===== src/rtl/multi_alarm_clock.sv =====
// -----------------------------------------------------------------------------
// multi_alarm_clock
//   24-hour BCD time-of-day core with a programmable alarm table and a
//   ring / snooze / dismiss alarm state machine. Time and alarm entries are
//   loaded in parallel through single-cycle strobes and validated; a rejected
//   load changes nothing and pulses load_err for one cycle. An optional
//   12-hour view is decoded combinationally from the time registers.
//
// Parameters
//   TICKS_PER_SEC  clk cycles per second (>=1)
//   NUM_ALARMS     alarm table entries (1..16)
//   ALARM_SECS     ring duration in seconds (1..63)
//   SNOOZE_MIN     snooze delay in minutes (1..59)
//
// Ports
//   clk, rst            clock, asynchronous active-high reset
//   time_load           strobe: load time_in_h/time_in_m, clear seconds
//   time_in_h/_m        BCD time to load
//   alarm_wr            strobe: write entry alarm_idx
//   alarm_idx           entry index (IW bits)
//   alarm_in_h/_m/_en   BCD alarm time and enable for the write
//   snooze, dismiss     single-cycle alarm requests
//   fmt_12h             select the 12-hour display view
//   hours_out           BCD display hours (24h or 12h view)
//   minutes_out         BCD minutes
//   seconds_out         BCD seconds
//   pm                  PM flag in the 12-hour view, else 0
//   alarm_sound         high while the FSM is in RING
//   ring_idx            entry that caused the current or last ring
//   load_err            one-cycle pulse after a rejected load
//   dbg_state           current alarm FSM state (debug visibility)
//
// Strobe semantics: every request input (time_load, alarm_wr, snooze,
// dismiss) is a level sampled on each rising clk edge; there is no
// back-pressure, so each cycle it is high counts as one request.
// -----------------------------------------------------------------------------
module multi_alarm_clock #(
  parameter int TICKS_PER_SEC = 1,
  parameter int NUM_ALARMS    = 4,
  parameter int ALARM_SECS    = 20,
  parameter int SNOOZE_MIN    = 5,
  localparam int IW = (NUM_ALARMS > 1) ? $clog2(NUM_ALARMS) : 1
) (
  input  logic          clk,
  input  logic          rst,
  input  logic          time_load,
  input  logic [5:0]    time_in_h,
  input  logic [6:0]    time_in_m,
  input  logic          alarm_wr,
  input  logic [IW-1:0] alarm_idx,
  input  logic [5:0]    alarm_in_h,
  input  logic [6:0]    alarm_in_m,
  input  logic          alarm_in_en,
  input  logic          snooze,
  input  logic          dismiss,
  input  logic          fmt_12h,
  output logic [5:0]    hours_out,
  output logic [6:0]    minutes_out,
  output logic [6:0]    seconds_out,
  output logic          pm,
  output logic          alarm_sound,
  output logic [IW-1:0] ring_idx,
  output logic          load_err,
  output logic [1:0]    dbg_state
);

  localparam int              PW         = (TICKS_PER_SEC > 1) ? $clog2(TICKS_PER_SEC) : 1;
  localparam logic [PW-1:0]   PRESC_MAX  = PW'(TICKS_PER_SEC - 1);
  localparam logic [PW-1:0]   PRESC_ONE  = PW'(1);
  localparam logic [5:0]      RING_LAST  = 6'(ALARM_SECS - 1);
  localparam logic [11:0]     SNZ_LOAD   = 12'(SNOOZE_MIN * 60);
  localparam logic [IW:0]     NUM_AL_V   = (IW + 1)'(NUM_ALARMS);

  typedef enum logic [1:0] {
    ST_IDLE   = 2'd0,
    ST_RING   = 2'd1,
    ST_SNOOZE = 2'd2
  } state_t;

  // ---------------------------------------------------------------------------
  // Registers
  // ---------------------------------------------------------------------------
  logic [PW-1:0]   r_presc;
  logic [5:0]      r_hours;
  logic [6:0]      r_minutes;
  logic [6:0]      r_seconds;
  logic [5:0]      r_al_h [NUM_ALARMS];
  logic [6:0]      r_al_m [NUM_ALARMS];
  logic [NUM_ALARMS-1:0] r_al_en;
  logic            r_new_sec;
  logic            r_match;
  logic [IW-1:0]   r_match_idx;
  state_t          r_state;
  logic [5:0]      r_ring_cnt;
  logic [11:0]     r_snz_cnt;
  logic [IW-1:0]   r_ring_idx;
  logic            r_alarm_sound;
  logic            r_load_err;

  // ---------------------------------------------------------------------------
  // Load validation
  // ---------------------------------------------------------------------------
  function automatic logic hours_ok(input logic [5:0] h);
    // tens 0..1 with any unit digit, or tens 2 with units 0..3
    return (h[3:0] <= 4'd9) &&
           ((h[5:4] < 2'd2) || ((h[5:4] == 2'd2) && (h[3:0] <= 4'd3)));
  endfunction

  function automatic logic minutes_ok(input logic [6:0] m);
    return (m[6:4] <= 3'd5) && (m[3:0] <= 4'd9);
  endfunction

  logic w_sec_tick;
  logic w_time_ok;
  logic w_idx_ok;
  logic w_alarm_ok;
  logic w_load_bad;

  assign w_sec_tick = (r_presc == PRESC_MAX);
  assign w_time_ok  = time_load & hours_ok(time_in_h) & minutes_ok(time_in_m);
  assign w_idx_ok   = ({1'b0, alarm_idx} < NUM_AL_V);
  assign w_alarm_ok = alarm_wr & w_idx_ok & hours_ok(alarm_in_h) & minutes_ok(alarm_in_m);
  assign w_load_bad = (time_load & ~w_time_ok) | (alarm_wr & ~w_alarm_ok);

  // ---------------------------------------------------------------------------
  // BCD increment of the time-of-day
  // ---------------------------------------------------------------------------
  logic [6:0] w_s_next;
  logic [6:0] w_m_next;
  logic [5:0] w_h_next;
  logic       w_min_carry;
  logic       w_hr_carry;

  always_comb begin
    w_s_next    = r_seconds;
    w_m_next    = r_minutes;
    w_h_next    = r_hours;
    w_min_carry = 1'b0;
    w_hr_carry  = 1'b0;

    if (r_seconds[3:0] == 4'd9) begin
      w_s_next[3:0] = 4'd0;
      if (r_seconds[6:4] == 3'd5) begin
        w_s_next[6:4] = 3'd0;
        w_min_carry   = 1'b1;
      end else begin
        w_s_next[6:4] = r_seconds[6:4] + 3'd1;
      end
    end else begin
      w_s_next[3:0] = r_seconds[3:0] + 4'd1;
    end

    if (w_min_carry) begin
      if (r_minutes[3:0] == 4'd9) begin
        w_m_next[3:0] = 4'd0;
        if (r_minutes[6:4] == 3'd5) begin
          w_m_next[6:4] = 3'd0;
          w_hr_carry    = 1'b1;
        end else begin
          w_m_next[6:4] = r_minutes[6:4] + 3'd1;
        end
      end else begin
        w_m_next[3:0] = r_minutes[3:0] + 4'd1;
      end
    end

    if (w_hr_carry) begin
      if (r_hours == 6'h23) begin
        w_h_next = 6'h00;
      end else if (r_hours[3:0] == 4'd9) begin
        w_h_next = {r_hours[5:4] + 2'd1, 4'd0};
      end else begin
        w_h_next = {r_hours[5:4], r_hours[3:0] + 4'd1};
      end
    end
  end

  // ---------------------------------------------------------------------------
  // Alarm match: only at the start of a freshly ticked minute. Scanning from
  // the top index down lets the lowest matching index be the last one written.
  // ---------------------------------------------------------------------------
  logic          w_hit;
  logic [IW-1:0] w_hit_idx;
  logic          w_match;

  always_comb begin
    w_hit     = 1'b0;
    w_hit_idx = '0;
    for (int i = NUM_ALARMS - 1; i >= 0; i--) begin
      if (r_al_en[i] && (r_al_h[i] == r_hours) && (r_al_m[i] == r_minutes)) begin
        w_hit     = 1'b1;
        w_hit_idx = IW'(i);
      end
    end
  end

  assign w_match = w_hit & r_new_sec & (r_seconds == 7'h00);

  // ---------------------------------------------------------------------------
  // Timekeeping, alarm table, match pipeline
  // ---------------------------------------------------------------------------
  always_ff @(posedge clk or posedge rst) begin
    if (rst) begin
      r_presc     <= '0;
      r_hours     <= '0;
      r_minutes   <= '0;
      r_seconds   <= '0;
      r_al_en     <= '0;
      r_new_sec   <= 1'b0;
      r_match     <= 1'b0;
      r_match_idx <= '0;
      for (int i = 0; i < NUM_ALARMS; i++) begin
        r_al_h[i] <= '0;
        r_al_m[i] <= '0;
      end
    end else begin
      // A time load restarts the second, so neither the tick of this cycle
      // nor a match found against the old time may reach the FSM.
      r_new_sec   <= w_sec_tick & ~w_time_ok;
      r_match     <= w_match & ~w_time_ok;
      r_match_idx <= w_hit_idx;

      if (w_time_ok) begin
        r_hours   <= time_in_h;
        r_minutes <= time_in_m;
        r_seconds <= 7'h00;
        r_presc   <= '0;
      end else begin
        r_presc <= w_sec_tick ? '0 : (r_presc + PRESC_ONE);
        if (w_sec_tick) begin
          r_seconds <= w_s_next;
          r_minutes <= w_m_next;
          r_hours   <= w_h_next;
        end
      end

      for (int i = 0; i < NUM_ALARMS; i++) begin
        if (w_alarm_ok && (alarm_idx == IW'(i))) begin
          r_al_h[i]  <= alarm_in_h;
          r_al_m[i]  <= alarm_in_m;
          r_al_en[i] <= alarm_in_en;
        end
      end
    end
  end

  // ---------------------------------------------------------------------------
  // Alarm FSM. The match is registered once more before it is acted on, so
  // alarm_sound rises two edges after the edge that made seconds 00.
  // ---------------------------------------------------------------------------
  always_ff @(posedge clk or posedge rst) begin
    if (rst) begin
      r_state       <= ST_IDLE;
      r_ring_cnt    <= '0;
      r_snz_cnt     <= '0;
      r_ring_idx    <= '0;
      r_alarm_sound <= 1'b0;
      r_load_err    <= 1'b0;
    end else begin
      r_load_err <= w_load_bad;

      if (w_time_ok) begin
        r_state       <= ST_IDLE;
        r_alarm_sound <= 1'b0;
      end else begin
        case (r_state)
          ST_IDLE: begin
            if (r_match) begin
              r_state       <= ST_RING;
              r_alarm_sound <= 1'b1;
              r_ring_idx    <= r_match_idx;
              r_ring_cnt    <= '0;
            end
          end
          ST_RING: begin
            if (dismiss) begin
              r_state       <= ST_IDLE;
              r_alarm_sound <= 1'b0;
            end else if (snooze) begin
              r_state       <= ST_SNOOZE;
              r_alarm_sound <= 1'b0;
              r_snz_cnt     <= SNZ_LOAD;
            end else if (w_sec_tick) begin
              if (r_ring_cnt == RING_LAST) begin
                r_state       <= ST_IDLE;
                r_alarm_sound <= 1'b0;
              end else begin
                r_ring_cnt <= r_ring_cnt + 6'd1;
              end
            end
          end
          ST_SNOOZE: begin
            if (dismiss) begin
              r_state <= ST_IDLE;
            end else if (w_sec_tick) begin
              if (r_snz_cnt == 12'd1) begin
                r_state       <= ST_RING;
                r_alarm_sound <= 1'b1;
                r_ring_cnt    <= '0;
                r_snz_cnt     <= '0;
              end else begin
                r_snz_cnt <= r_snz_cnt - 12'd1;
              end
            end
          end
          default: begin
            r_state       <= ST_IDLE;
            r_alarm_sound <= 1'b0;
          end
        endcase
      end
    end
  end

  // ---------------------------------------------------------------------------
  // 12-hour display view
  // ---------------------------------------------------------------------------
  logic [5:0] w_disp_h;
  logic       w_pm;

  always_comb begin
    w_disp_h = r_hours;
    w_pm     = 1'b0;
    if (fmt_12h) begin
      if (r_hours == 6'h00) begin
        w_disp_h = 6'h12;
      end else if (r_hours < 6'h12) begin
        w_disp_h = r_hours;
      end else begin
        w_pm = 1'b1;
        if (r_hours == 6'h12) begin
          w_disp_h = 6'h12;
        end else if (r_hours[5:4] == 2'd1) begin
          // 13..19 -> 01..07
          w_disp_h = {2'd0, r_hours[3:0] - 4'd2};
        end else if (r_hours[3:0] < 4'd2) begin
          // 20..21 -> 08..09
          w_disp_h = {2'd0, r_hours[3:0] + 4'd8};
        end else begin
          // 22..23 -> 10..11
          w_disp_h = {2'd1, r_hours[3:0] - 4'd2};
        end
      end
    end
  end

  assign hours_out   = w_disp_h;
  assign minutes_out = r_minutes;
  assign seconds_out = r_seconds;
  assign pm          = w_pm;
  assign alarm_sound = r_alarm_sound;
  assign ring_idx    = r_ring_idx;
  assign load_err    = r_load_err;
  assign dbg_state   = r_state;

endmodule


===== config.mk =====
export PLATFORM = sky130hd
export DESIGN_NAME = multi_alarm_clock
export DESIGN_NICKNAME = d
export VERILOG_FILES = /design/src/rtl/multi_alarm_clock.sv
export SDC_FILE = /design/constraint.sdc
export NUM_CORES = 1
export LEC_CHECK = 0
export BUFFER_PORTS_ARGS = -buffer_cell sky130_fd_sc_hd__buf_2
export CORE_MARGIN = 3
export CORE_UTILIZATION = 33
export DETAILED_ROUTE_END_ITERATION = 8
export HOLD_SLACK_MARGIN = 0.12
export PLACE_DENSITY_LB_ADDON = 0.3
export SYNTH_ARGS = -nofsm -noshare
export SYNTH_HDL_FRONTEND = slang
export SYNTH_SLANG_ARGS = --single-unit

===== constraint.sdc =====
create_clock -name clk -period 9.6 [get_ports clk]
set_input_delay 0.96 -clock clk [delete_from_list [all_inputs] [get_ports clk]]
set_output_delay 0.96 -clock clk [all_outputs]
set_load 0.03 [all_outputs]

==> impl_metrics.json <==
{
  "outcome": "finished clean",
  "wl_per_cell_um": 17.4,
  "insertion_delay_ns": 0.35,
  "io_pins": 63,
  "cts_root_buffer": "clkbuf_16",
  "synthTopCellsByArea": "dfrtp_1, mux2_2, xnor2_1, o21ai_0, ha_1",
  "min_path_cells": 1,
  "row_count": 47,
  "fin_crit_ns": 3.49,
  "cts-htree-levels": 3,
  "cts_sinks": 104,
  "synth_edf_count": 0,
  "post_cts.resized_instances": 0,
  "dr.pass1.iters": 4,
  "die_w_um": 137,
  "grt_pass1_wl_um": 22500,
  "r2r_slack_ns": 7.00,
  "die_area_um2": 18800,
  "path_max_fanout": 8,
  "nFillCells": 1664,
  "synth_top_area_share_pct": 45.8,
  "ys.flop_type": "dfrtp_1",
  "hold_viol_final": 0,
  "cts_hold_buffers": 0,
  "synth.top_cells.by_count": "dfrtp_1, xnor2_1, mux2_2, nand2_1, o21ai_0",
  "syn_avg_cell_area_um2": 10.5,
  "setup_violations": 0,
  "drt_iter0_markers": 226,
  "vias_per_cell": 5.24,
  "slew_violations": 0,
  "total_power_uw": 1480,
  "whs_ns": 0.494,
  "slew_headroom_pct": 19.0,
  "drv_cap": 0,
  "drive_gt1_share_pct": 25.4,
  "ir_drop_mv": 0.124,
  "p_per_area_nw_per_um2": 229,
  "place.gp.congestion": 0.845,
  "synthArstFlopShare_pct": 100,
  "finalClockSkew_ns": 0.00827,
  "worstSetupEndpointType": "primary output",
  "setup-tns-final_ns": 0,
  "r2r_cells": 7,
  "dpl.hpwl_um": 10500,
  "worstPathArrival_ns": 2.53,
  "clk_pin_slew_ns": 0.07,
  "track_usage_pct": 15.6,
  "syn_area_um2": 5690,
  "cts_tree": "yes",
  "max_freq_mhz": 287,
  "seq_area_frac_synth_pct": 45.8,
  "tightest_slew_ns": 1.20,
  "yosys_warnings": 0,
  "synth_cell_types": 58,
  "min_to": "ring_idx[1]",
  "cts_buffers": 9,
  "postCtsSetupBuffers": 0,
  "grt_max_degree": 58,
  "vias": 4253,
  "layout_setup_ws_ns": 6.11,
  "startpoint": "r_hours[5]",
  "postSynthCellCount": 543,
  "core_area_um2": 16700,
  "yosysMostFrequentCell": "dfrtp_1",
  "drc": 0,
  "dieHeight_um": 137,
  "worstSetupStartpointType": "flip-flop",
  "hold_class": "flip-flop to flip-flop",
  "r2r-start": "seconds_out[1]",
  "synth_top_area_cell": "dfrtp_1",
  "fin_crit_sh_pct": 36.3,
  "clockBufferDepth": 2,
  "routed_wl_um": 14100,
  "initial_utilization_pct": 34.1,
  "grt_pass1_vias": 4226,
  "post-place-ws_ns": 6.40,
  "area_growth_pct": 14.1,
  "overflow": 0,
  "p_leak_uw": 0.00270,
  "utilization_pct": 38.9,
  "antenna_found_initial": 0,
  "synth_seq_cells": 104,
  "min_from": "r_match_idx[1]",
  "ant_nets": 0,
  "numPortBuffers": 62,
  "antenna-diode-count": 0,
  "rsz0062_at_grt": "no",
  "worstPathRequired_ns": 8.64,
  "syn_nets": 590,
  "setup.worst_path.class": "flip-flop to primary output",
  "nets": 633,
  "reg2reg_to": "r_hours[1]"
}
[worst max-delay path: stages, from the launching register on]
cell and delay [ns]:
dfrtp_1 0.57, inv_1 0.14, ha_1 0.28, o31a_1 0.13, o21ai_1 0.41, nand2_1 0.14, o21a_1 0.14, o22ai_1 0.13
buf_2 0.22
[power by group]
group / leakage (uW) / internal (uW) / switching [uW] / total [uW]
Combinational: 0.00125 / 213 / 217 / 430
Clock: 0.000153 / 211 / 169 / 380
Sequential: 0.00130 / 538 / 136 / 674
[worst max-delay path by stage]
stage                   end  slack [ns]  cells after the start
2_1_floorplan   alarm_sound        5.91                      1
3_3_place_gp      r_al_m[8]        6.53                      6
3_5_place_dp     r_al_h[21]        6.40                      6
4_1_cts        hours_out[3]        6.08                      8
5_1_grt        hours_out[3]        5.96                      8
6_report       hours_out[3]        6.11                      8
[routing by layer]
metal / share of wire (%) / track usage [%] / vias to the layer above
met4: 1.0 / 4.27 / 0
met2: 49 / 25.0 / 82
met1: 46 / 21.0 / 2140
met3: 4.8 / 3.98 / 11
li1: - / - / 2020
met5: 0 / 0 / -
[cells by family (layout without fill, tap and decap cells)]
group                    after synthesis  after routing  synth area share, %
AND/OR/NAND/NOR                      156            156                 15.0
flip-flops                           104            104                 45.8
AO/OA/AOI/OAI                         93             93                 11.0
multiplexers                          67             67                 13.1
XOR/XNOR                              60             60                 9.24
buffers and inverters                 52            100                 3.50
adder cells (fa/ha/maj)               11             11                 2.42
[final cells by class]
class / count / area (um^2) / share of cell area (%)
repair buffers: 64 / 325 / 5.01
clock buffers: 10 / 239 / 3.68
well taps: 220 / 275 / 4.24
flip-flops and latches: 104 / 2600 / 40.1
clock inverters: 6 / 66.3 / 1.02
multi-input cells: 387 / 2900 / 44.7
inverters: 20 / 77.6 / 1.20
[per-stage QoR]
step	instance area, um^2	std cells
global placement	6180	795
global route	6490	811
finish	6490	811
CTS	6490	811
detailed placement	6180	795
floorplan	5690	543
[state kept, by name (all words and copies together), names as in the netlist]
register	flops
r_ring_cnt	6
load_err	1
seconds_out	7
alarm_sound	1
ring_idx	2
r_al_en	4
dbg_state	2
minutes_out	7
r_match_idx	2
r_new_sec	1
r_al_m	28
r_hours	6
r_match	1
r_snz_cnt	12
r_al_h	24
[cell usage in the layout (no fill, tap or decap), drive strengths merged, types with 4 or more instances in the layout]
| cell | instances |
|---|---|
| buf | 64 |
| o41ai | 4 |
| o311ai | 4 |
| inv | 21 |
| clkinv | 4 |
| nand2b | 9 |
| ha | 11 |
| nor2 | 31 |
| o32ai | 4 |
| o21ai | 34 |
| nor3 | 14 |
| nor4 | 10 |
| clkbuf | 10 |
| mux2 | 59 |
| nor2b | 4 |
| or4 | 4 |
| nor3b | 10 |
| nand2 | 34 |
| nand3b | 4 |
| mux2i | 8 |
| xnor2 | 59 |
| nand4 | 18 |
| a21oi | 15 |
| dfrtp | 104 |
| and3 | 4 |
Power figures use the tool's default switching activity.
